--- src/rtl/simple_bus_arbiter_if.sv ---
// rtl/simple_bus_arbiter_if.sv - master-side request bundle and shared target bus for simple_bus_arbiter
interface simple_bus_arbiter_if #(
   parameter int NUM_REQ = 4,
   parameter int ADDR_W  = 8,
   parameter int DATA_W  = 8,
   parameter int MODE_W  = 2
);
   logic [NUM_REQ-1:0]        m_req;
   logic [NUM_REQ-1:0]        m_gnt;
   logic [NUM_REQ*ADDR_W-1:0] m_addr;
   logic [NUM_REQ*DATA_W-1:0] m_data;
   logic [NUM_REQ*MODE_W-1:0] m_mode;
   logic [NUM_REQ-1:0]        m_start;
   logic [NUM_REQ-1:0]        m_rdy;
   logic                      s_req;
   logic [ADDR_W-1:0]         s_addr;
   logic [DATA_W-1:0]         s_data;
   logic [MODE_W-1:0]         s_mode;
   logic                      s_start;
   logic                      s_rdy;

   // Environment side: the requesting masters plus the memory target.
   modport master (
      output m_req, m_addr, m_data, m_mode, m_start, s_rdy,
      input  m_gnt, m_rdy, s_req, s_addr, s_data, s_mode, s_start
   );

   // Arbiter side.
   modport slave (
      input  m_req, m_addr, m_data, m_mode, m_start, s_rdy,
      output m_gnt, m_rdy, s_req, s_addr, s_data, s_mode, s_start
   );
endinterface

--- src/rtl/simple_bus_arbiter.sv ---
// rtl/simple_bus_arbiter.sv - round-robin arbiter sharing one simple_bus target; optional watchdog via SIMPLE_BUS_ARB_TIMEOUT_EN
module simple_bus_arbiter #(
   parameter int NUM_REQ = 4,
   parameter int ADDR_W  = 8,
   parameter int DATA_W  = 8,
   parameter int MODE_W  = 2,
   parameter int TIMEOUT = 15
) (
   input  logic                 clk,
   input  logic                 rst_n,
   simple_bus_arbiter_if.slave  bus,
   output logic                 err
);
   localparam int IDX_W = (NUM_REQ > 1) ? $clog2(NUM_REQ) : 1;

   typedef enum logic [1:0] {
      IDLE    = 2'd0,
      GRANT   = 2'd1,
      BUSY    = 2'd2,
      RELEASE = 2'd3
   } state_t;

   state_t             state_q, state_d;
   logic [IDX_W-1:0]   sel_q, sel_d;
   logic [IDX_W-1:0]   ptr_q, ptr_d;
   logic [NUM_REQ-1:0] gnt_q, gnt_d;
   logic [IDX_W-1:0]   pick_idx;
   logic               pick_found;
   logic               grant_active;
   logic               timeout;

`ifdef SIMPLE_BUS_ARB_TIMEOUT_EN
   localparam int CNT_W = $clog2(TIMEOUT + 1);
   logic [CNT_W-1:0] busy_cnt_q;

   // Counts completed BUSY cycles; held at zero outside BUSY so every transaction starts fresh.
   always_ff @(posedge clk) begin
      if (!rst_n)
         busy_cnt_q <= '0;
      else if (state_q != BUSY)
         busy_cnt_q <= '0;
      else
         busy_cnt_q <= busy_cnt_q + 1'b1;
   end

   // The current BUSY cycle is the TIMEOUT-th one; completion in that cycle still wins.
   assign timeout = (state_q == BUSY) && (busy_cnt_q == CNT_W'(TIMEOUT - 1));
   assign err     = timeout && !bus.s_rdy;
`else
   assign timeout = 1'b0;
   assign err     = 1'b0;
`endif

   // Round-robin pick: first requester at or after ptr, wrapping past the last master.
   always_comb begin
      pick_idx   = '0;
      pick_found = 1'b0;
      for (int k = 0; k < NUM_REQ; k++) begin
         int idx;
         idx = int'(ptr_q) + k;
         if (idx >= NUM_REQ)
            idx = idx - NUM_REQ;
         if (!pick_found && bus.m_req[idx]) begin
            pick_found = 1'b1;
            pick_idx   = IDX_W'(idx);
         end
      end
   end

   // Next-state logic; the grant register is set on entry to GRANT and cleared on the way to RELEASE.
   always_comb begin
      state_d = state_q;
      sel_d   = sel_q;
      ptr_d   = ptr_q;
      gnt_d   = gnt_q;
      case (state_q)
         IDLE: begin
            if (pick_found) begin
               sel_d   = pick_idx;
               gnt_d   = {{(NUM_REQ-1){1'b0}}, 1'b1} << pick_idx;
               state_d = GRANT;
            end
         end
         GRANT: begin
            if (bus.m_start[sel_q]) begin
               state_d = BUSY;
            end else if (!bus.m_req[sel_q]) begin
               gnt_d   = '0;
               state_d = RELEASE;
            end
         end
         BUSY: begin
            if (bus.s_rdy || timeout) begin
               gnt_d   = '0;
               state_d = RELEASE;
            end
         end
         RELEASE: begin
            ptr_d   = (sel_q == IDX_W'(NUM_REQ - 1)) ? '0 : sel_q + 1'b1;
            state_d = IDLE;
         end
         default: begin
            gnt_d   = '0;
            state_d = IDLE;
         end
      endcase
   end

   // State, selection, pointer and grant registers.
   always_ff @(posedge clk) begin
      if (!rst_n) begin
         state_q <= IDLE;
         sel_q   <= '0;
         ptr_q   <= '0;
         gnt_q   <= '0;
      end else begin
         state_q <= state_d;
         sel_q   <= sel_d;
         ptr_q   <= ptr_d;
         gnt_q   <= gnt_d;
      end
   end

   assign grant_active = (state_q == GRANT) || (state_q == BUSY);

   // Steer the granted master onto the target and route completion back to it alone.
   always_comb begin
      bus.m_gnt   = gnt_q;
      bus.s_req   = (state_q == BUSY);
      bus.m_rdy   = ((state_q == BUSY) && bus.s_rdy) ? gnt_q : '0;
      bus.s_addr  = '0;
      bus.s_data  = '0;
      bus.s_mode  = '0;
      bus.s_start = 1'b0;
      if (grant_active) begin
         bus.s_addr  = bus.m_addr[int'(sel_q)*ADDR_W +: ADDR_W];
         bus.s_data  = bus.m_data[int'(sel_q)*DATA_W +: DATA_W];
         bus.s_mode  = bus.m_mode[int'(sel_q)*MODE_W +: MODE_W];
         bus.s_start = bus.m_start[sel_q];
      end
   end
endmodule

--- src/flat_wrapper.sv ---
// flat-port wrapper written by rule: the top's interface ports become plain ports
module simple_bus_arbiter_flat 
#(
   parameter int NUM_REQ = 4,
   parameter int ADDR_W  = 8,
   parameter int DATA_W  = 8,
   parameter int MODE_W  = 2,
   parameter int TIMEOUT = 15
)
  (clk, rst_n, err, bus_m_req, bus_m_addr, bus_m_data, bus_m_mode, bus_m_start, bus_s_rdy, bus_m_gnt, bus_m_rdy, bus_s_req, bus_s_addr, bus_s_data, bus_s_mode, bus_s_start);
  simple_bus_arbiter_if #(.NUM_REQ(NUM_REQ), .ADDR_W(ADDR_W), .DATA_W(DATA_W), .MODE_W(MODE_W)) bus_i ();
  input  logic clk;
  input  logic rst_n;
  output logic err;
  input wire logic [$bits(bus_i.m_req)-1:0] bus_m_req;
  input wire logic [$bits(bus_i.m_addr)-1:0] bus_m_addr;
  input wire logic [$bits(bus_i.m_data)-1:0] bus_m_data;
  input wire logic [$bits(bus_i.m_mode)-1:0] bus_m_mode;
  input wire logic [$bits(bus_i.m_start)-1:0] bus_m_start;
  input wire logic [$bits(bus_i.s_rdy)-1:0] bus_s_rdy;
  output wire logic [$bits(bus_i.m_gnt)-1:0] bus_m_gnt;
  output wire logic [$bits(bus_i.m_rdy)-1:0] bus_m_rdy;
  output wire logic [$bits(bus_i.s_req)-1:0] bus_s_req;
  output wire logic [$bits(bus_i.s_addr)-1:0] bus_s_addr;
  output wire logic [$bits(bus_i.s_data)-1:0] bus_s_data;
  output wire logic [$bits(bus_i.s_mode)-1:0] bus_s_mode;
  output wire logic [$bits(bus_i.s_start)-1:0] bus_s_start;
  assign bus_i.m_req = bus_m_req;
  assign bus_i.m_addr = bus_m_addr;
  assign bus_i.m_data = bus_m_data;
  assign bus_i.m_mode = bus_m_mode;
  assign bus_i.m_start = bus_m_start;
  assign bus_i.s_rdy = bus_s_rdy;
  assign bus_m_gnt = bus_i.m_gnt;
  assign bus_m_rdy = bus_i.m_rdy;
  assign bus_s_req = bus_i.s_req;
  assign bus_s_addr = bus_i.s_addr;
  assign bus_s_data = bus_i.s_data;
  assign bus_s_mode = bus_i.s_mode;
  assign bus_s_start = bus_i.s_start;
  simple_bus_arbiter #(.NUM_REQ(NUM_REQ), .ADDR_W(ADDR_W), .DATA_W(DATA_W), .MODE_W(MODE_W), .TIMEOUT(TIMEOUT)) u_core (.clk(clk), .rst_n(rst_n), .bus(bus_i), .err(err));
endmodule
--- config.mk ---
export PLATFORM = sky130hd
export DESIGN_NAME = simple_bus_arbiter_flat
export DESIGN_NICKNAME = d
export VERILOG_FILES = /design/src/rtl/simple_bus_arbiter_if.sv /design/src/rtl/simple_bus_arbiter.sv /design/src/flat_wrapper.sv
export SDC_FILE = /design/constraint.sdc
export NUM_CORES = 1
export LEC_CHECK = 0
export CAP_MARGIN = 20
export CELL_PAD_IN_SITES_DETAIL_PLACEMENT = 0
export CELL_PAD_IN_SITES_GLOBAL_PLACEMENT = 1
export CORE_MARGIN = 3
export CORE_UTILIZATION = 23
export DETAILED_ROUTE_END_ITERATION = 16
export GPL_TIMING_DRIVEN = 0
export PLACE_DENSITY_LB_ADDON = 0.08
export SYNTH_ARGS = -nofsm -noshare
export SYNTH_HDL_FRONTEND = slang
export SYNTH_SLANG_ARGS = --single-unit
export TNS_END_PERCENT = 30
--- constraint.sdc ---
create_clock -name clk -period 4.38 [get_ports clk]
set_input_delay 0.876 -clock clk [delete_from_list [all_inputs] [get_ports clk]]
set_output_delay 0.876 -clock clk [all_outputs]
set_load 0.005 [all_outputs]
==> metrics.txt, run 1 <==
mapped cell area 1260 sq um; H-tree depth 1; Hold/Removal Path Class flip-flop to flip-flop; Final period util 0.785; Worst Setup Path Type flip-flop to primary output; Detail Route Antenna Nets 0; DRT Pass-1 Iters 4; CTS hold repair buffers 0; number of flops mapped to enable cells by yosys 0; most common cell after layout, fill and taps aside clkdlybuf4s50_1; Clock Path Buffers 2; worst setup path end bus_s_mode[0]; Num CTS Buffers 3; R2R Setup Slk 2320 ps; routed vias 1,453; starting DRC count in detailed routing 24; Non-Filler Instances 308; Synth Area in Adders 0.0596; Worst-path clk slew 50 ps; most frequent cells in the layout clkdlybuf4s50_1 (109), mux4_2 (20), and2_1 (19); PortBufs 109; Gate power share 0.712; Die W 80.0 microns; Routed WL 4960 microns; FP Rows 26; Max Cap Viol 0; top cells by area, synth mux4_2 (36%), dfxtp_1 (16%), and2_1 (9.4%); GPL Wtd Cong 0.771; gr usage total 0.146; nets@finish 328; Crit Reg-Reg Endpoint u_core.bus.m_gnt[3]; critical path endpoint category primary output; sw frac 0.341; Async SR Flop Fraction 0; sequential area share after synthesis 0.159; net switching power 0.300 mW; Post-route DRC 0; first-pass GRT wire length 7330 microns; Reg power frac 0.158; P per Cell Area 353 nW/um^2; RSZ-0062 raised after global routing false; Post-DP HPWL 4320 microns; initial antenna violation count 0; Int Pwr 0.581 mW; vias in the first global route 1,446; yosys warns 0; Vias/cell 4.72; xor/xnor share of the synthesized area 0; CTS Sinks 10; status finished clean; clk_lat worst skew 230 ps; share of the synthesized area in the top cell type 0.357; total core area 5200 sq um; Core Util, Final 0.479; Synth cell types 32; post-synthesis mux area share 0.381; Startpoint Class flip-flop; post-CTS resize count 0; DR WL/cell 16.1 microns; I/O pin total 112; Syn-to-layout area delta 97.9%; fin. max-slew vios 0; share of layout cells above drive strength 1 0.109; simple-gate area share of the yosys netlist 0.198; Root Buffer clkbuf_8; Die Y 80.0 microns; Max VDD drop 0.000191 V; synthesized area per cell 10.1 sq um; placed cell count 304; RR Startpoint u_core.sel_q[0]; complex-gate fraction of the synthesized area 0.151; area leader, netlist mux4_2; Critical Path RT 3500 ps; Setup Buffers After CTS 0; largest family of logic cells by synthesized area multiplexers; largest net degree at the start of global routing 11; Final Hold Vio Count 0; power share of the clock group 0.130; CTS tree yes; fmax 0.291 GHz; Ant. Diodes 0; final setup vio count 0; Most used DFF post-synth dfxtp_1; skew final 1.92 ps; starting density of the core 0.242; Max-slew headroom 0.518; syn nets 214; Final min period 3440 ps; Pleak 0.917 nW; DIE AREA 6400 sq um; grt total ovfl 0; Arr. time, crit path 2560 ps; worst-margin pin slew 723 ps; setup TNS 0 ps; Reg2Reg Depth 4; Max Fanout on Critical Path 10; Setup crit start u_core.sel_q[1]; Yosys reg bits 10; Filler Cell Count 523; total power 0.881 mW; instance count of the mapped netlist 125
-- power by group through the flow --
stage               Sequential (mW)  Clock [mW]  Combinational [mW]
global route                  0.143       0.123               0.691
global placement              0.140           0               0.634
detailed placement            0.141           0               0.639
CTS                           0.139       0.116               0.642
floorplan                     0.135           0               0.317
finish                        0.139       0.115               0.627
-- worst max-delay path, stage by stage (launching register included) --
cell and delay (ps):
dfxtp_1 390, buf_1 460, clkbuf_1 490, mux4_2 380, and2_1 160, clkdlybuf4s50_1 440
-- per-layer routing --
layer	vias up	track usage	part of all wire
li1	704	-	-
met1	688	0.175	0.39
met5	-	0	0
met2	59	0.270	0.53
met4	0	0.0203	0.0036
met3	2	0.0316	0.070
-- layout make-up --
class / instances / area (sq um) / share of cell area
clock buffers: 4 / 55.1 / 0.0221
flip-flops and latches: 10 / 200 / 0.0803
multi-input cells: 100 / 998 / 0.400
plain buffers: 8 / 35.0 / 0.0140
inverters: 7 / 26.3 / 0.0105
repair buffers: 109 / 1090 / 0.438
well taps: 70 / 87.6 / 0.0351
-- cells in the mapped netlist (2+ instances only) --
cell,number
mux4_2,20
and2_1,19
dfxtp_1,10
inv_1,7
ha_1,6
nand2_1,6
nand2b_1,5
o211ai_1,5
and3_1,4
clkbuf_1,4
nor2_1,4
o41ai_1,4
a21o_1,3
a21oi_1,3
mux2i_1,3
o21ai_0,3
a21boi_0,2
buf_1,2
o21a_1,2
-- state kept, by name, indices dropped and copies added (netlist names) --
name,flops
u_core.bus.m_gnt,4
u_core.state_q,2
u_core.sel_q,2
u_core.ptr_q,2
-- metrics by stage --
stage	setup slack, ps	hold slack, ps	cell area [sq um]
floorplan	1890	499	1260
global route	794	565	2490
finish	942	531	2490
detailed placement	1070	520	2440
global placement	1070	527	2440
CTS	882	535	2490
-- how the worst min path moves through the flow --
stage	cells after the start	slack, ps	endpoint	startpoint
final	2	530	u_core.bus.m_gnt[1]	u_core.bus.m_gnt[1]
after global placement	2	530	u_core.bus.m_gnt[0]	u_core.bus.m_gnt[0]
after floorplan	2	500	u_core.state_q[1]	u_core.state_q[1]
after CTS	2	530	u_core.bus.m_gnt[1]	u_core.bus.m_gnt[1]
after detailed placement	2	520	u_core.bus.m_gnt[1]	u_core.bus.m_gnt[1]
after global routing	2	570	u_core.bus.m_gnt[2]	u_core.bus.m_gnt[2]
-- cell families after synthesis --
kind of cell             Yosys count
other                              1
AO/OA/AOI/OAI                     26
multiplexers                      23
buffers and inverters             15
adder cells (fa/ha/maj)            6
AND/OR/NAND/NOR                   44
flip-flops                        10
Power figures use the tool's default switching activity.
==> run 2, diff against run 1 <==
--- a/config.mk
+++ b/config.mk
@@ -9,7 +9,7 @@
 export CELL_PAD_IN_SITES_DETAIL_PLACEMENT = 0
 export CELL_PAD_IN_SITES_GLOBAL_PLACEMENT = 1
 export CORE_MARGIN = 3
-export CORE_UTILIZATION = 23
+export CORE_UTILIZATION = 21
 export DETAILED_ROUTE_END_ITERATION = 16
 export GPL_TIMING_DRIVEN = 0
 export PLACE_DENSITY_LB_ADDON = 0.08
==> constraint.sdc (replaced) <==
create_clock -name clk -period 3.2 [get_ports clk]
set_input_delay 0.64 -clock clk [delete_from_list [all_inputs] [get_ports clk]]
set_output_delay 0.64 -clock clk [all_outputs]
set_load 0.005 [all_outputs]
==> metrics.txt, run 2 (synthesis results as in run 1) <==
total core area 5640 sq um; DR WL/cell 17.1 microns; Critical Path Most Common Cell clkbuf_2; Num CTS Buffers 3; GPL Wtd Cong 0.821; gr usage total 0.149; CP bufs+invs 3; Arr. time, crit path 2250 ps; Routed WL 5290 microns; Filler Cell Count 548; Placed Area 2440 sq um; clk_lat worst skew 240 ps; Root Buffer clkbuf_8; most frequent cells in the layout clkdlybuf4s50_1 (109), mux4_2 (20), and2_1 (19); Max Fanout on Critical Path 10; Final Hold Vio Count 0; crit-path max cell delay 470 ps; Detail Route Antenna Nets 0; critical path endpoint category primary output; CP max-delay cell clkdlybuf4s50_1; fin. max-slew vios 0; Pleak 0.927 nW; final setup vio count 0; share of layout cells above drive strength 1 0.122; most common cell after layout, fill and taps aside clkdlybuf4s50_1; Startpoint Class flip-flop; initial antenna violation count 0; Non-Filler Instances 310; Post-route DRC 0; Final period util 0.903; H-tree depth 1; grt total ovfl 0; DRT Pass-1 Iters 4; Hold/Removal Path Class flip-flop to flip-flop; sequential cell area 200 sq um; FP Rows 27; Max Cap Viol 0; starting DRC count in detailed routing 38; P per Cell Area 489 nW/um^2; Syn-to-layout area delta 98.4%; Vias/cell 4.77; status finished clean; Worst Setup Path Type flip-flop to primary output; setup TNS 0 ps; placed cell count 306; largest net degree at the start of global routing 11; CTS tree yes; Clock Path Buffers 2; RSZ-0062 raised after global routing false; PortBufs 109; Post-DP HPWL 4520 microns; first-pass GRT wire length 8390 microns; starting density of the core 0.223; Setup Buffers After CTS 0; Max VDD drop 0.000328 V; Die W 83.5 microns; Die Y 83.5 microns; CP top delay family buffers and inverters; Ant. Diodes 0; fmax 0.346 GHz; I/O pin total 112; DIE AREA 6970 sq um; Worst-path clk slew 50 ps; Final min period 2890 ps; vias in the first global route 1,569; cell area after layout 2500 sq um; max reg flops 4; Critical Path RT 2560 ps; Multi-input gate area 998 sq um; CTS Sinks 10; routed vias 1,479; worst-path cell chain clkbuf_2 > clkbuf_2 > mux4_2 > and2_1 > clkdlybuf4s50_1; skew final 0.776 ps; nets@finish 328
## run 2: cell count changes in the layout (fill, tap and decap cells not counted), sizes merged
cell    delta
buf        -2
clkbuf     +2
## run 2: path summary, 6_finish.rpt
check,start,endpoint,slack (ps),cells past startpoint
min reg2reg,u_core.state_q[1],u_core.state_q[1],540,2
max,u_core.sel_q[1],bus_s_addr[6],310,5
max reg2reg,u_core.sel_q[0],u_core.bus.m_gnt[2],1150,4
min,u_core.state_q[1],u_core.state_q[1],540,2
## run 2: repair_timing
action	4_1_cts	5_1_grt
pin swaps	0	0
setup endpoints to repair	9	9
hold buffers	0	0
gates resized for setup	1	3
## run 2: metal layers
metal | track usage | vias up | routed length [microns]
li1 | - | 710 | -
met1 | 0.171 | 699 | 2070
met2 | 0.276 | 62 | 2790
met3 | 0.0346 | 8 | 333
met4 | 0.0395 | 0 | 102
met5 | 0 | - | 0
## run 2: layout make-up
class	count	share of cell area
multi-input combinational	100	0.399
timing repair buffer	109	0.436
buffer	8	0.0155
sequential	10	0.0801
clock buffer	4	0.0220
tap	72	0.0360
inverter	7	0.0105
## run 2: per-stage QoR
stage          worst slack [ps]  hold WS, ps   util  power [mW]
3_3_place_gp                133          531  0.433        1.07
4_1_cts                    20.6          543  0.443        1.24
3_5_place_dp                128          537  0.433        1.08
5_1_grt                     208          574  0.443        1.32
2_1_floorplan               947          499      -       0.620
6_report                    311          543  0.443        1.22
## run 2: worst reg2reg max path: stages (launching register included)
cell     delay (ps)
dfxtp_1         440
mux4_2          570
o21a_1          250
or2_1           280
o41ai_1         390
## run 2: power by group
group | switching, mW | internal (mW)
Combinational | 0.334 | 0.535
Sequential | 0.0370 | 0.155
Clock | 0.0528 | 0.108
